`src/rtl/pwm_timebase_pkg.sv`:
```
// Shared constants and types for the PWM timebase and the downstream PWM stages.
package pwm_timebase_pkg;

    // Carrier, period, duty and compare width used across the PWM output path.
    localparam int PWM_WIDTH_DEF  = 16;

    // Active period loaded at reset; the carrier runs 0..period inclusive.
    localparam int PERIOD_RST_DEF = 1000;

    // Smallest period an accepted update may install.
    localparam int PERIOD_MIN_DEF = 2;

    // One compare pair per motor phase (A, B, C).
    localparam int NUM_PHASES     = 3;

    // Occupancy of the double-buffer shadow register set.
    typedef enum logic {
        SHADOW_EMPTY = 1'b0,
        SHADOW_FULL  = 1'b1
    } shadow_state_t;

endpackage

```
`src/rtl/pwm_comp_calc.sv`:
```
// Centre-aligned compare pair for one phase: clamps the duty to the period and
// places a window of exactly duty counts centred on period/2.
module pwm_comp_calc
    import pwm_timebase_pkg::*;
#(
    parameter int PWM_WIDTH = PWM_WIDTH_DEF
) (
    input  logic [PWM_WIDTH-1:0] period,
    input  logic [PWM_WIDTH-1:0] duty,
    output logic [PWM_WIDTH-1:0] comp1,
    output logic [PWM_WIDTH-1:0] comp2
);

    logic [PWM_WIDTH-1:0] duty_clamped;

    // Clamp duty to period, then split the low time evenly on both sides.
    // With duty <= period the sum comp1 + duty never exceeds period, so no overflow.
    always_comb begin
        duty_clamped = (duty > period) ? period : duty;
        comp1        = (period - duty_clamped) >> 1;
        comp2        = comp1 + duty_clamped;
    end

endmodule

```
`src/rtl/pwm_timebase.sv`:
```
// Shared sawtooth carrier and per-phase compare pairs for the three dead-time
// PWM stages. Period/duty updates are double-buffered and take effect only at
// the carrier wrap, so a PWM period is never torn.
module pwm_timebase
    import pwm_timebase_pkg::*;
#(
    parameter int PWM_WIDTH  = PWM_WIDTH_DEF,
    parameter int PERIOD_RST = PERIOD_RST_DEF,
    parameter int PERIOD_MIN = PERIOD_MIN_DEF
) (
    input  logic                 clk,
    input  logic                 rstn,
    input  logic                 en,
    input  logic [PWM_WIDTH-1:0] period,
    input  logic [PWM_WIDTH-1:0] duty_a,
    input  logic [PWM_WIDTH-1:0] duty_b,
    input  logic [PWM_WIDTH-1:0] duty_c,
    input  logic                 duty_valid,
    output logic                 duty_ready,
    output logic [PWM_WIDTH-1:0] cnt,
    output logic [PWM_WIDTH-1:0] comp1_a,
    output logic [PWM_WIDTH-1:0] comp2_a,
    output logic [PWM_WIDTH-1:0] comp1_b,
    output logic [PWM_WIDTH-1:0] comp2_b,
    output logic [PWM_WIDTH-1:0] comp1_c,
    output logic [PWM_WIDTH-1:0] comp2_c,
    output logic                 adc_trig,
    output logic                 update_done
);

    localparam logic [PWM_WIDTH-1:0] PERIOD_RST_V = PWM_WIDTH'(PERIOD_RST);
    localparam logic [PWM_WIDTH-1:0] PERIOD_MIN_V = PWM_WIDTH'(PERIOD_MIN);
    localparam logic [PWM_WIDTH-1:0] CNT_ONE      = PWM_WIDTH'(1);

    // Shadow handshake state
    shadow_state_t state_q;
    shadow_state_t state_d;
    logic          accept;
    logic          apply;
    logic          wrap;

    // Incoming duties gathered per phase
    logic [PWM_WIDTH-1:0] duty_in    [NUM_PHASES];
    logic [PWM_WIDTH-1:0] period_clamped;

    // Shadow set (captured at acceptance) and its derived compares
    logic [PWM_WIDTH-1:0] period_sh;
    logic [PWM_WIDTH-1:0] duty_sh    [NUM_PHASES];
    logic [PWM_WIDTH-1:0] comp1_sh   [NUM_PHASES];
    logic [PWM_WIDTH-1:0] comp2_sh   [NUM_PHASES];

    // Active set and the registered compare outputs
    logic [PWM_WIDTH-1:0] period_act;
    logic [PWM_WIDTH-1:0] comp1_act  [NUM_PHASES];
    logic [PWM_WIDTH-1:0] comp2_act  [NUM_PHASES];
    logic [PWM_WIDTH-1:0] comp1_q    [NUM_PHASES];
    logic [PWM_WIDTH-1:0] comp2_q    [NUM_PHASES];
    logic [PWM_WIDTH-1:0] cnt_q;
    logic                 update_done_q;

    assign duty_in[0] = duty_a;
    assign duty_in[1] = duty_b;
    assign duty_in[2] = duty_c;

    // The shadow is free whenever no update is waiting for the wrap.
    assign duty_ready = (state_q == SHADOW_EMPTY);
    assign accept     = duty_valid && duty_ready;

    // Wrap is the last count of the period; a pending set takes over there.
    assign wrap  = (cnt_q == period_act);
    assign apply = en && wrap && (state_q == SHADOW_FULL);

    // Requested period below the minimum is raised to the minimum.
    assign period_clamped = (period < PERIOD_MIN_V) ? PERIOD_MIN_V : period;

    // Compare pairs are derived combinationally from the shadow set, one per phase.
    for (genvar g = 0; g < NUM_PHASES; g++) begin : g_phase
        pwm_comp_calc #(
            .PWM_WIDTH (PWM_WIDTH)
        ) u_comp_calc (
            .period (period_sh),
            .duty   (duty_sh[g]),
            .comp1  (comp1_sh[g]),
            .comp2  (comp2_sh[g])
        );
    end

    // Shadow occupancy register.
    // NOTE: state is updated with <= so every flop samples pre-edge values; blocking
    // assignments here would make results depend on process evaluation order.
    always_ff @(posedge clk) begin
        if (!rstn) begin
            state_q <= SHADOW_EMPTY;
        end else begin
            state_q <= state_d;
        end
    end

    // Next shadow state: fill on an accepted request, drain on the apply event.
    // NOTE: state_d takes a default before the case so no path leaves it unassigned,
    // which would otherwise infer a latch.
    always_comb begin
        state_d = state_q;
        case (state_q)
            SHADOW_EMPTY: if (accept) state_d = SHADOW_FULL;
            SHADOW_FULL:  if (apply)  state_d = SHADOW_EMPTY;
            default:      state_d = SHADOW_EMPTY;
        endcase
    end

    // Capture the requested set into the shadow on a completed handshake.
    // NOTE: the shadow data is deliberately not reset; it is only ever consumed
    // while the state says SHADOW_FULL, and reset clears that flag.
    always_ff @(posedge clk) begin
        if (accept) begin
            period_sh <= period_clamped;
            for (int i = 0; i < NUM_PHASES; i++) begin
                duty_sh[i] <= duty_in[i];
            end
        end
    end

    // Carrier, active set and registered compare outputs, all on the same edge.
    always_ff @(posedge clk) begin
        if (!rstn) begin
            cnt_q         <= '0;
            period_act    <= PERIOD_RST_V;
            update_done_q <= 1'b0;
            for (int i = 0; i < NUM_PHASES; i++) begin
                comp1_act[i] <= '0;
                comp2_act[i] <= '0;
                comp1_q[i]   <= '0;
                comp2_q[i]   <= '0;
            end
        end else begin
            update_done_q <= apply;

            if (!en || wrap) begin
                cnt_q <= '0;
            end else begin
                cnt_q <= cnt_q + CNT_ONE;
            end

            if (apply) begin
                period_act <= period_sh;
            end

            for (int i = 0; i < NUM_PHASES; i++) begin
                if (apply) begin
                    comp1_act[i] <= comp1_sh[i];
                    comp2_act[i] <= comp2_sh[i];
                end
                // Parked carrier forces every phase to its low side.
                if (!en) begin
                    comp1_q[i] <= '0;
                    comp2_q[i] <= '0;
                end else if (apply) begin
                    comp1_q[i] <= comp1_sh[i];
                    comp2_q[i] <= comp2_sh[i];
                end else begin
                    comp1_q[i] <= comp1_act[i];
                    comp2_q[i] <= comp2_act[i];
                end
            end
        end
    end

    // ADC sample point: centre of the all-low-side interval, i.e. cnt == 0 while
    // running. It follows en directly so it fires on the first enabled cycle.
    assign adc_trig    = rstn && en && (cnt_q == '0);

    assign cnt         = cnt_q;
    assign update_done = update_done_q;
    assign comp1_a     = comp1_q[0];
    assign comp2_a     = comp2_q[0];
    assign comp1_b     = comp1_q[1];
    assign comp2_b     = comp2_q[1];
    assign comp1_c     = comp1_q[2];
    assign comp2_c     = comp2_q[2];

endmodule

```
`config.mk`:
```
export PLATFORM = sky130hd
export DESIGN_NAME = pwm_timebase
export DESIGN_NICKNAME = d
export VERILOG_FILES = /design/src/rtl/pwm_timebase_pkg.sv /design/src/rtl/pwm_comp_calc.sv /design/src/rtl/pwm_timebase.sv
export SDC_FILE = /design/constraint.sdc
export NUM_CORES = 1
export LEC_CHECK = 0
export ABC_AREA = 1
export CAP_MARGIN = 20
export CORE_MARGIN = 5
export CORE_UTILIZATION = 58
export DETAILED_ROUTE_END_ITERATION = 12
export PLACE_DENSITY = 0.8
export SLEW_MARGIN = 20
export SYNTH_ARGS = -nofsm -noshare
export SYNTH_HDL_FRONTEND = slang
export SYNTH_SLANG_ARGS = --single-unit
```
`constraint.sdc`:
```
create_clock -name clk -period 10.3 [get_ports clk]
set_input_delay 1.03 -clock clk [delete_from_list [all_inputs] [get_ports clk]]
set_output_delay 1.03 -clock clk [all_outputs]
set_load 0.03 [all_outputs]
```
==> results.yml, run 1 <==
status:
  status: "completed"
sta:
  setup_slack_ps: 3840
  rsz0062_at_grt: "false"
  clock_skew_ps: 24.7
  worstMarginPinSlew_ps: 1080
  fin_tns_setup_ps: 0
  clock.fmax_mhz: 155
  period_minus_slack_ps: 6460
  min_period_over_period_pct: 62.7
  final_hold_viol_count: 0
  relSlewSlack_pct: 28.0
  setup_violations: 0
  slew_violations: 0
logic_synthesis:
  syn_area_sq_mm: 0.0170
  yosysWarnings: 0
  postSynthAreaPerCell_sq_um: 8.89
  ys_seq_area_share_pct: 48.2
  ys_seq_elements: 284
  yosys-top-cells-area: "edfxtp_1 44%, ha_1 9.7%, nand2_1 8.8%"
  yosysTopAreaCell: "edfxtp_1"
  ys.flop_type: "edfxtp_1"
  synthCells: 1909
  ys_types: 57
  async_flop_share_pct: 0
  synth_enable_flop_cells: 250
  synth.top_cell.area_share_pct: 44.2
finish:
  final_cell_mix: "396 x nand2_1, 266 x inv_1, 250 x edfxtp_1, 179 x clkdlybuf4s50_1, 147 x nor2_1"
  final_core_util_pct: 70.4
  drive_above_1_share_pct: 6.14
  design_area_sq_mm: 0.0203
  fill_cells: 2259
  final_common_cell: "nand2_1"
  nets: 2364
  area_delta_synth_final_pct: 19.4
route:
  ant_nets: 0
  wl_mm: 45.5
  route.detailed.drc: 0
  drtPass1Iterations: 6
  vias: 13900
  via_per_inst: 5.42
  drt_iter0_markers: 1253
  drt-wirelength-per-cell_um: 17.7
flow_run:
  timing.max_cap.violations: 0
worst_setup_path:
  r2r_cells: 34
  start_kind: "flop"
  r2r-start: "period_sh[1]"
  critPathMaxFanout: 21
  cpMostUsedCell: "nor2_1"
  required_ps: 10590
  critical_path_class: "flop to flop"
  cp.arrival_ps: 6750
  critical_path.max_stage_delay_ps: 590
  slowest_stage: "edfxtp_1"
  reg2reg_to: "comp2_q[2][14]"
  end_kind: "flop"
  ff2ff_setup_slack_ps: 3840
floorplan:
  die_w_um: 181
  ios: 183
  dieArea_sq_mm: 0.0328
  die_y_um: 181
  core_sq_mm: 0.0288
  initial_core_util_pct: 59.0
  row_count: 62
grt:
  grt_start_max_net_pins: 104
  grt_pass1_vias: 13400
  antenna_found_initial: 1
  groute.usage.overall_pct: 27.4
  grt_pass1_wl_mm: 72.0
  grt-ovfl-total: 0
clocking:
  cts_setup_buffers: 0
  htreeDepth: 1
  clk_pin_slew_ps: 70
  ctsResizeCount: 0
  clock_latency_ps: 560
  cts_buffers: 29
  cts-hold-fix-buffers: 0
  clk_path_buf_depth: 3
  cts_sinks: 284
  clockRootBuffer: "clkbuf_16"
  cts_tree: "done"
place:
  finalWeightedCongestion: 0.937
  placed_area_sq_mm: 0.0194
  io_buffers: 179
  dp_slack_ps: 3970
  dp_hpwl_mm: 35.1
hold_path:
  hp-class: "flop to flop"
  hold-path-endpoint: "period_act[13]"
  hold_start: "period_act[13]"
  whs_path_depth: 2
power_and_ir_drop:
  cellLeakagePower_nw: 9.05
  ir_worst_vdd_mv: 0.157
  p_per_area_mw_per_mm2: 176
  total_power_mw: 3.57
[per-stage QoR]
step | hold slack [ps] | std cells
after global routing | 528 | 2567
after floorplan | 466 | 2003
after detailed placement | 493 | 2516
after CTS | 503 | 2567
final | 504 | 2568
after global placement | 473 | 2516
[synth_stat cells (all sizes together) (8+ instances only)]
master and number:
ha 131, xor2 28, edfxtp 250, or2 24, nor4 9, dfxtp 34
nor3 21, a21oi 130, nor2 155, clkbuf 37, o21ai 134, o22ai 16
buf 19, inv 277, nand3 100, nand3b 13, nand4 27, nand2 418
xnor2 16, a21o 8, nor3b 12, o21bai 14, a211oi 8
[worst max path at each step]
stage                     cells past startpoint          from  slack [ps]        endpoint
final                                        34  period_sh[1]        3840  comp2_q[2][14]
after global routing                         34  period_sh[1]        3130  comp2_q[2][14]
after CTS                                    34  period_sh[1]        3860  comp2_q[2][14]
after detailed placement                     34  period_sh[1]        3970  comp2_q[2][14]
after global placement                       32  period_sh[4]        4130  comp2_q[2][15]
after floorplan                              39  period_sh[1]        5000  comp2_q[2][15]
[cell type report]
type                    instances  area, sq um  share of cell area (%)
inverters                     278         1050                    5.19
diodes                          1         2.50                  0.0123
clock inverters                16          133                   0.654
well taps                     384          480                    2.37
repair buffers                185         1840                    9.08
multi-input cells            1385         7830                    38.6
flip-flops and latches        284         8190                    40.4
clock buffers                  35          748                    3.69
[worst max-delay path, delay by kind of cell (launching register included)]
| kind | cells | cell delay (ps) |
|---|---|---|
| AO/OA/AOI/OAI | 10 | 1520 |
| AND/OR/NAND/NOR | 15 | 1610 |
| adder cells (fa/ha/maj) | 3 | 1160 |
| flip-flops | 1 | 590 |
| XOR/XNOR | 2 | 550 |
| buffers and inverters | 4 | 740 |
[routing by layer]
metal | up-vias | GRT usage, % | part of all wire (%)
met2 | 524 | 43.3 | 45
met3 | 96 | 4.71 | 7.4
met4 | 2 | 8.92 | 3.5
li1 | 6858 | - | -
met1 | 6438 | 38.8 | 44
met5 | - | 0 | 0.029
[report_power, final]
group          total, mW  switching (mW)  internal, mW
Clock              0.990           0.427         0.564
Combinational       1.24           0.814         0.422
Sequential          1.34          0.0338          1.30
[state kept, by name, indices dropped and copies added, names as in the netlist]
register and flops:
period_sh 16, update_done 1, duty_sh 48, comp2_act 48
state_q 1, period_act 16, cnt 16, comp1_act 45
comp2_q 48, comp1_q 45
[cell families (layout without fill, tap and decap cells)]
kind of cell	after synthesis	count (layout)	share of synthesized area, %
AO/OA/AOI/OAI	329	329	10.8
adder cells (fa/ha/maj)	133	133	9.89
XOR/XNOR	44	44	2.27
AND/OR/NAND/NOR	783	783	21.0
buffers and inverters	334	514	7.81
flip-flops	284	284	48.2
other	2	97	0.0443
Note: power is estimated with default switching activity, not from simulation.
==> run 2, diff against run 1 <==
--- a/config.mk
+++ b/config.mk
@@ -8,9 +8,9 @@
 export ABC_AREA = 1
 export CAP_MARGIN = 20
 export CORE_MARGIN = 5
-export CORE_UTILIZATION = 58
+export CORE_UTILIZATION = 52
 export DETAILED_ROUTE_END_ITERATION = 12
-export PLACE_DENSITY = 0.8
+export PLACE_DENSITY = 0.75
 export SLEW_MARGIN = 20
 export SYNTH_ARGS = -nofsm -noshare
 export SYNTH_HDL_FRONTEND = slang
==> constraint.sdc (replaced) <==
create_clock -name clk -period 5.3 [get_ports clk]
set_input_delay 0.53 -clock clk [delete_from_list [all_inputs] [get_ports clk]]
set_output_delay 0.53 -clock clk [all_outputs]
set_load 0.03 [all_outputs]
==> run 2 against run 1 <==
Compared with the run above: non-clock buffer count grew 104; largest power group is now combinational cells; hold slack lost 24 ps; setup slack lost 3600 ps; final cell count grew 6.6%; maximum frequency grew 27%; largest cell class is now multi-input combinational cells; via count grew 3.0%; clock power grew 110%; power grew 110%; highest routed layer is now met4.
==> results.yml, run 2 (synthesized netlist as in run 1, its figures left out) <==
place:
  dp_slack_ps: -218
  io_buffers: 179
  placed_area_sq_mm: 0.0201
  finalWeightedCongestion: 0.953
  dp_hpwl_mm: 35.7
  dp_cells: 2659
hold_path:
  hold_start: "cnt[0]"
  hold-path-endpoint: "cnt[0]"
  hp-class: "flop to flop"
  whs_path_depth: 1
sta:
  clock.fmax_mhz: 197
  relSlewSlack_pct: 45.7
  setup_violations: 0
  period_minus_slack_ps: 5080
  min_period_over_period_pct: 95.8
  rsz0062_at_grt: "true"
  slew_violations: 0
  clock_skew_ps: 26.1
  final_hold_viol_count: 0
  worstMarginPinSlew_ps: 811
  setup_slack_ps: 224
worst_setup_path:
  reg2reg_to: "comp2_q[2][15]"
  cp.arrival_ps: 5410
  end_kind: "flop"
  r2r_cells: 37
  r2r-start: "period_sh[1]"
  required_ps: 5640
  critPathMaxFanout: 7
  ff2ff_setup_slack_ps: 220
  start_kind: "flop"
  critical_path.max_stage_delay_ps: 400
  cpMostUsedCell: "nand2_1"
  slowest_stage: "edfxtp_1"
  critical_path_class: "flop to flop"
route:
  drt-wirelength-per-cell_um: 17.1
  via_per_inst: 5.24
  drtPass1Iterations: 6
  vias: 14300
  ant_nets: 0
  route.detailed.drc: 0
  wl_mm: 46.9
  drt_iter0_markers: 1141
power_and_ir_drop:
  p_per_area_mw_per_mm2: 343
  ir_worst_vdd_mv: 0.345
  cellLeakagePower_nw: 9.72
  total_power_mw: 7.50
grt:
  groute.usage.overall_pct: 25.0
  grt_pass1_wl_mm: 72.3
  grt_pass1_vias: 13800
  grt-ovfl-total: 0
  grt_start_max_net_pins: 111
  antenna_found_initial: 0
finish:
  antenna-diode-count: 0
  final_core_util_pct: 67.5
  final_common_cell: "nand2_1"
  fin_cells: 2738
  design_area_sq_mm: 0.0219
  drive_above_1_share_pct: 15.2
  final_cell_mix: "387 x nand2_1, 251 x inv_1, 250 x edfxtp_1, 179 x clkdlybuf4s50_1, 145 x nor2_1"
  top_regs: "comp2_act: 48 flops, comp2_q: 48 flops, duty_sh: 48 flops"
  nets: 2472
  area_delta_synth_final_pct: 28.8
floorplan:
  core_sq_mm: 0.0324
  ios: 183
  row_count: 66
  dieArea_sq_mm: 0.0363
  die_y_um: 191
  initial_core_util_pct: 52.4
  die_w_um: 191
clocking:
  cts_sinks: 284
  clock_latency_ps: 580
  clk_pin_slew_ps: 60
  cts-hold-fix-buffers: 0
  clk_path_buf_depth: 3
  htreeDepth: 1
  clockRootBuffer: "clkbuf_16"
  cts_tree: "done"
  cts_buffers: 31
flow_run:
  timing.max_cap.violations: 0
status:
  status: "completed"
==> run 2: cell count changes in the layout (fill, tap and decap cells not counted), sizes merged <==
cell / previous run / this run
clkinv: 12 / 11
nand2: 418 / 420
buf: 6 / 109
clkbuf: 35 / 43
diode: 1 / 0
inv: 279 / 280
==> run 2: power breakdown <==
group	total (mW)	internal (mW)	switching, mW
sequential	2.58	2.54	0.0419
combinational	2.84	1.11	1.72
clock	2.09	1.21	0.879
==> run 2: area by class of cell <==
| class | count | area [sq um] |
|---|---|---|
| clock buffer | 42 | 837 |
| clock inverter | 16 | 153 |
| fill | 2618 | 10500 |
| inverter | 278 | 1050 |
| multi-input combinational | 1387 | 8360 |
| sequential | 284 | 8190 |
| tap | 442 | 553 |
| timing repair buffer | 289 | 2710 |
==> run 2: metal layers <==
| layer | GRT usage [%] | wire length [um] | up-vias |
|---|---|---|---|
| met3 | 2.78 | 3280 | 90 |
| met4 | 6.57 | 1390 | 0 |
| met2 | 41.1 | 21700 | 520 |
| li1 | - | - | 7086 |
| met1 | 35.8 | 20500 | 6640 |
| met5 | 0 | 0 | - |
==> run 2: critical path, delay by kind of cell (launching register included) <==
kind	cells	cell delay, ps
fa+ha+maj	3	730
xor+xnor	2	330
buf+inv	7	550
compound gates	10	1250
simple gates	15	1580
flops	1	400
==> run 2: timing repair <==
item / in CTS / in global routing
resized for setup: 14 / 149
buffers inserted: 1 / 17
setup endpoints to repair: 13 / 42
cloned: 0 / 3
pin swaps: 1 / 38
==> run 2: worst max path at each step <==
stage | from | to | cells after the start
after floorplan | period_sh[1] | comp2_q[2][15] | 39
final | period_sh[1] | comp2_q[2][15] | 37
after CTS | period_sh[1] | comp2_q[0][15] | 28
after global placement | period_sh[1] | comp2_q[0][15] | 28
after global routing | period_sh[1] | comp2_q[2][15] | 37
after detailed placement | period_sh[1] | comp2_q[0][15] | 28
==> run 2: metrics by stage <==
step	TNS, ps	hold WS (ps)
6_report	0	480
5_1_grt	-621	489
4_1_cts	0	483
3_5_place_dp	-1170	473
3_3_place_gp	-604	459
2_1_floorplan	0	466
==> RTL edit 1 (settings of run 2) <==
`PWM_WIDTH_DEF`: 16 -> 14.
--- a/src/rtl/pwm_timebase_pkg.sv
+++ b/src/rtl/pwm_timebase_pkg.sv
@@ -4,3 +4,3 @@
     // Carrier, period, duty and compare width used across the PWM output path.
-    localparam int PWM_WIDTH_DEF  = 16;
+    localparam int PWM_WIDTH_DEF  = 14;
 
Ports: changed (11 resized); port bits go from 183 to 161. The function was not compared with the original's and may differ.
==> RTL edit 1 against run 2 <==
Sequential cell count shrank 36. Synthesized area fell by 11%. Sequential power is 12% lower. Global-route usage is 0.98 points lower. Power is 15% lower. Routed wire length shrank 14%. Cell area is 13% lower. Worst setup slack better by 160 ps. Critical path type unchanged. Largest cell class unchanged. Largest power group unchanged.
==> RTL edit 1: results (changes against run 2) <==
Status = finished clean
Seq/Total Area, Yosys = 47.1% (-1.1 points)
Largest regs = comp2_act: 42 flops, comp2_q: 42 flops, duty_sh: 42 flops
# diodes = 0 (unchanged)
Clock transition at the registers of the reported paths = 60 ps (about the same)
Clock Tree Buf Depth = 3 (unchanged)
Slowest-stage cell, CP = edfxtp_1
Asr flop ratio synth = 0% (unchanged)
CTS Root Cell = clkbuf_16
First-pass GRT wire length = 64,300 um (-11%)
Detailed Route Iter0 Violations = 1,178 (+3.2%)
Ratio of cells with drive above 1 in the final layout = 12.6% (-2.6 points)
Crit Path Max Fanout = 12 (+5)
DR WL/cell = 16.2 um (-5.5%)
H-tree Lvls = 1 (unchanged)
GP Congestion = 0.952 (-0.17%)
Port buffer count = 157 (-12%)
Peak VDD IR = 0.274 mV (-21%)
Layout Skew = 27.2 ps (+1.11 ps)
Post-synth top cells = nand2_1 (387), inv_1 (265), edfxtp_1 (218)
Hold_buf cts = 0 (unchanged)
Worst-margin pin slew = 995 ps (+185 ps)
Largest net degree at the start of global routing = 79 (-29%)
Nets = 2,241 (-9.3%)
Gr usage total = 24.1% (-0.98 points)
Pre-CTS setup slack = -89.2 ps (+129 ps)
Main area contributors after synthesis = edfxtp_1 (43%), nand2_1 (9.6%), ha_1 (8.5%)
Most used DFF post-synth = edfxtp_1
P_leak = 8.85 nW (-8.9%)
Routed vias = 12,900 (-10%)
Number of global-route vias before repair = 12,400 (-10%)
Switching share of power = 35.5% (+0.26 points)
YS warnings = 0 (unchanged)
Worst-Skew Late Latency = 560 ps (-20 ps)
DR pass1 iterations = 5 (-1)
Number of flops mapped to enable cells by yosys = 218 (-13%)
Initial antenna violation count = 0 (unchanged)
CP peak stage delay = 360 ps (-40 ps)
Post-DP HPWL = 30,600 um (-14%)
Distinct cell type count after synthesis = 57 (unchanged)
Hold Crit Class = register to register
CTS buffer count = 27 (-13%)
-- RTL edit 1: path summary, 6_finish.rpt --
check / from / end / slack, ps / cells after the start
max: period_sh[13] / comp2_q[0][13] / 380 / 28
min reg2reg: period_act[6] / period_act[6] / 480 / 2
min: period_act[6] / period_act[6] / 480 / 2
max reg2reg: period_sh[13] / comp2_q[0][13] / 380 / 28
-- RTL edit 1: logic make-up (layout without fill, tap and decap cells) --
kind of cell / count (synthesis) / after routing / synth area share, %
simple gates: 794 / 795 / 23.8
flops: 248 / 248 / 47.1
other cells: 2 / 84 / 0.0495
xor+xnor: 34 / 34 / 1.96
fa+ha+maj: 105 / 105 / 8.76
compound gates: 260 / 260 / 9.70
buf+inv: 336 / 570 / 8.63
-- RTL edit 1: metrics by stage --
step	area, um2	std cells
2_1_floorplan	15500	1861
3_3_place_gp	17900	2422
3_5_place_dp	17900	2422
4_1_cts	18700	2471
5_1_grt	18900	2480
6_report	18900	2480
-- RTL edit 1: worst max-delay path: cells and delay by family, from the launching register on --
family	cells	cell delay [ps]
AO/OA/AOI/OAI	4	690
XOR/XNOR	1	200
adder cells (fa/ha/maj)	3	980
buffers and inverters	6	580
flip-flops	1	360
AND/OR/NAND/NOR	14	1840
-- RTL edit 1: layer usage --
layer	vias to the layer above	global-route usage, %	part of all wire, %
met5	-	0	0
met4	0	5.23	2.1
met3	54	3.62	7.4
met2	434	40.1	46
met1	5956	33.6	45
li1	6431	-	-
-- RTL edit 1: timing repair --
action / 4_1_cts / 5_1_grt
setup endpoints to repair: 4 / 35
endpoints found under the hold margin: 0 / 0
buffers inserted: 0 / 8
cloned: 0 / 1
pin swaps: 0 / 3
resized for setup: 2 / 37
-- RTL edit 1: cell type report --
type                    count  area [um2]
well taps                 384         480
multi-input cells        1278        7220
repair buffers            240        2190
flip-flops and latches    248        7150
fillers                  2433        9840
clock buffers              29         683
clock inverters            20         158
inverters                 281        1050
-- RTL edit 1: power groups by stage --
stage	Sequential (mW)	Combinational [mW]	Clock [mW]
after floorplan	2.38	1.45	0
after global placement	2.30	2.19	0
after global routing	2.27	2.61	1.93
final	2.26	2.32	1.81
after detailed placement	2.30	2.22	0
after CTS	2.26	2.24	1.84
==> RTL edit 2 (flow settings as in run 2) <==
Made on the original files. Make the reset (`rstn`) asynchronous in 2 clocked blocks.
--- a/src/rtl/pwm_timebase.sv
+++ b/src/rtl/pwm_timebase.sv
@@ -90,3 +90,3 @@
     // assignments here would make results depend on process evaluation order.
-    always_ff @(posedge clk) begin
+    always_ff @(posedge clk or negedge rstn) begin
         if (!rstn) begin
@@ -123,3 +123,3 @@
     // Carrier, active set and registered compare outputs, all on the same edge.
-    always_ff @(posedge clk) begin
+    always_ff @(posedge clk or negedge rstn) begin
         if (!rstn) begin
Formal check against the unedited RTL: differs if rstn is asserted again (counterexample within 4 cycles, from zero or initial values and one cycle with rstn low); with rstn held inactive, the same outputs for 10 cycles.
==> RTL edit 2 against run 2 <==
Cell count fell by 1.4%. Cell area is 4.9% lower. Synthesized area is 1.0% lower. Hold slack got worse by 17 ps. Worst setup slack gained 130 ps. Critical path depth fell by 9. Sequential cell count up 6. Routed wire length is 2.0% lower. Largest cell class unchanged.
Power is not compared: it rests on default switching activity, and its combinational part moved more than twofold at a synthesized area within 25%.
==> RTL edit 2: results (changes against run 2) <==
Post-DP HPWL = 35,000 um (-1.8%)
Peak VDD IR = 0.207 mV
Distinct cell type count after synthesis = 53 (-7.0%)
Cell Count Post-Placement = 2,636 (-0.86%)
Worst Setup SP = period_sh[15]
Cells on worst reg2reg path = 28 (-24%)
Worst hold path startpoint = comp1_act[47]
Hold endpoint = comp1_act[47]
Number of flops mapped to enable cells by yosys = 64 (-74%)
CP peak stage delay = 480 ps (+80 ps)
Post-synth top cells = nand2_1 (492), inv_1 (266), dfrtp_1 (220)
Worst-Skew Late Latency = 550 ps (-30 ps)
Final non-filler cell total = 2,701 (-1.4%)
YS warnings = 0 (unchanged)
Seq/Total Area, Yosys = 45.2% (-3.1 points)
CTS buffer count = 29 (-6.5%)
Port buffer count = 182 (+1.7%)
Most used DFF post-synth = dfrtp_1
Reg2reg setup slack = 350 ps (+130 ps)
Hold depth = 2 (+1)
Asr flop ratio synth = 77.9% (+78 points)
DR pass1 iterations = 5 (-1)
Main area contributors after synthesis = dfrtp_1 (33%), edfxtp_1 (11%), nand2_1 (11%)
FF-to-FF End = comp2_a[15]
Largest regs = comp1_act: 48 flops, comp2_act: 48 flops, duty_sh: 48 flops
Detailed Route Iter0 Violations = 900 (-21%)
Status = finished clean
Number of global-route vias before repair = 14,200 (+2.9%)
Ratio of cells with drive above 1 in the final layout = 13.4% (-1.8 points)
Gr usage total = 25.5% (+0.48 points)
Crit Path Max Fanout = 11 (+4)
H-tree Lvls = 1 (unchanged)
Layout Skew = 18.3 ps (-7.76 ps)
Post-place instance area = 19,500 um2 (-2.8%)
Worst hold slack = 464 ps (-16.7 ps)
Worst-margin pin slew = 963 ps (+152 ps)
First-pass GRT wire length = 74,400 um (+2.9%)
Synth Area per Inst = 8.29 um2 (-6.8%)
Routed vias = 14,200 (-0.61%)
GP Congestion = 0.952 (-0.18%)
Worst EP arrival = 5360 ps (-50 ps)
Nets = 2,470 (-0.081%)
Largest net degree at the start of global routing = 90 (-19%)
Routed WL = 45,900 um (-2.0%)
[RTL edit 2: cell types whose count changed after synthesis, moves of 12 or more]
| cell | run 2 | this run |
|---|---|---|
| dfxtp_1 | 34 | 0 |
| or2_2 | 23 | 55 |
| clkbuf_1 | 37 | 49 |
| nand3_1 | 88 | 129 |
| nor2_1 | 148 | 119 |
| dfrtp_1 | 0 | 220 |
| edfxtp_1 | 250 | 64 |
| nand2_1 | 397 | 492 |
| o22ai_1 | 16 | 0 |
| o21ai_0 | 120 | 100 |
[RTL edit 2: worst max-delay path, delay by kind of cell (launching register included)]
family	cells	cell delay (ps)
AOI/OAI and AO/OA	6	1380
DFF	1	480
buffers and inverters	5	720
xor gates and xnor gates	1	130
and+or+nand+nor	13	1070
adders and majority gates	3	1020
[RTL edit 2: cell families (layout without fill, tap and decap cells)]
| family | Yosys count | after routing | synth area share, % |
|---|---|---|---|
| AND/OR/NAND/NOR | 929 | 929 | 25.3 |
| buffers and inverters | 333 | 605 | 7.63 |
| AO/OA/AOI/OAI | 295 | 295 | 9.75 |
| flip-flops | 290 | 290 | 45.2 |
| adder cells (fa/ha/maj) | 125 | 125 | 9.31 |
| XOR/XNOR | 55 | 55 | 2.87 |
[RTL edit 2: repair_timing]
item,CTS,global route
pin swaps,0,6
hold buffers,1,0
endpoints found under the setup margin,2,31
buffers inserted,2,8
resized for setup,0,35
hold endpoints to repair,56,0
[RTL edit 2: cell type report]
cell class / instances / area (um2)
sequential: 290 / 7580
inverter: 273 / 1030
multi-input combinational: 1404 / 8080
fill: 2618 / 10900
clock inverter: 22 / 263
timing repair buffer: 279 / 2590
tap: 402 / 503
clock buffer: 31 / 743
[RTL edit 2: through the flow]
| step | setup WS, ps | power, mW |
|---|---|---|
| final | 351 | 4.76 |
| after CTS | 153 | 4.82 |
| after global placement | -59.6 | 2.66 |
| after detailed placement | -115 | 2.67 |
| after global routing | -13.9 | 4.94 |
| after floorplan | 582 | 2.51 |
[RTL edit 2: power breakdown]
group	internal [mW]	leakage [nW]	switching, mW
Sequential	2.33	3.52	0.0192
Clock	1.27	0.489	0.879
Combinational	0.118	6.44	0.151
[RTL edit 2: worst max path at each step]
stage                  end  slack (ps)  depth (start not counted)
2_1_floorplan  comp2_a[14]         580                         32
3_3_place_gp   comp2_c[15]         -60                         32
3_5_place_dp   comp2_c[15]        -120                         35
4_1_cts        comp2_c[15]         150                         35
5_1_grt        comp2_c[14]         -10                         29
6_report       comp2_a[15]         350                         28
[RTL edit 2: per-layer routing]
| metal | vias to the layer above | wire (um) | track usage, % |
|---|---|---|---|
| li1 | 7106 | - | - |
| met1 | 6723 | 20900 | 35.9 |
| met2 | 356 | 21500 | 43.1 |
| met3 | 63 | 2540 | 2.97 |
| met4 | 0 | 964 | 5.51 |
| met5 | - | 0 | 0 |
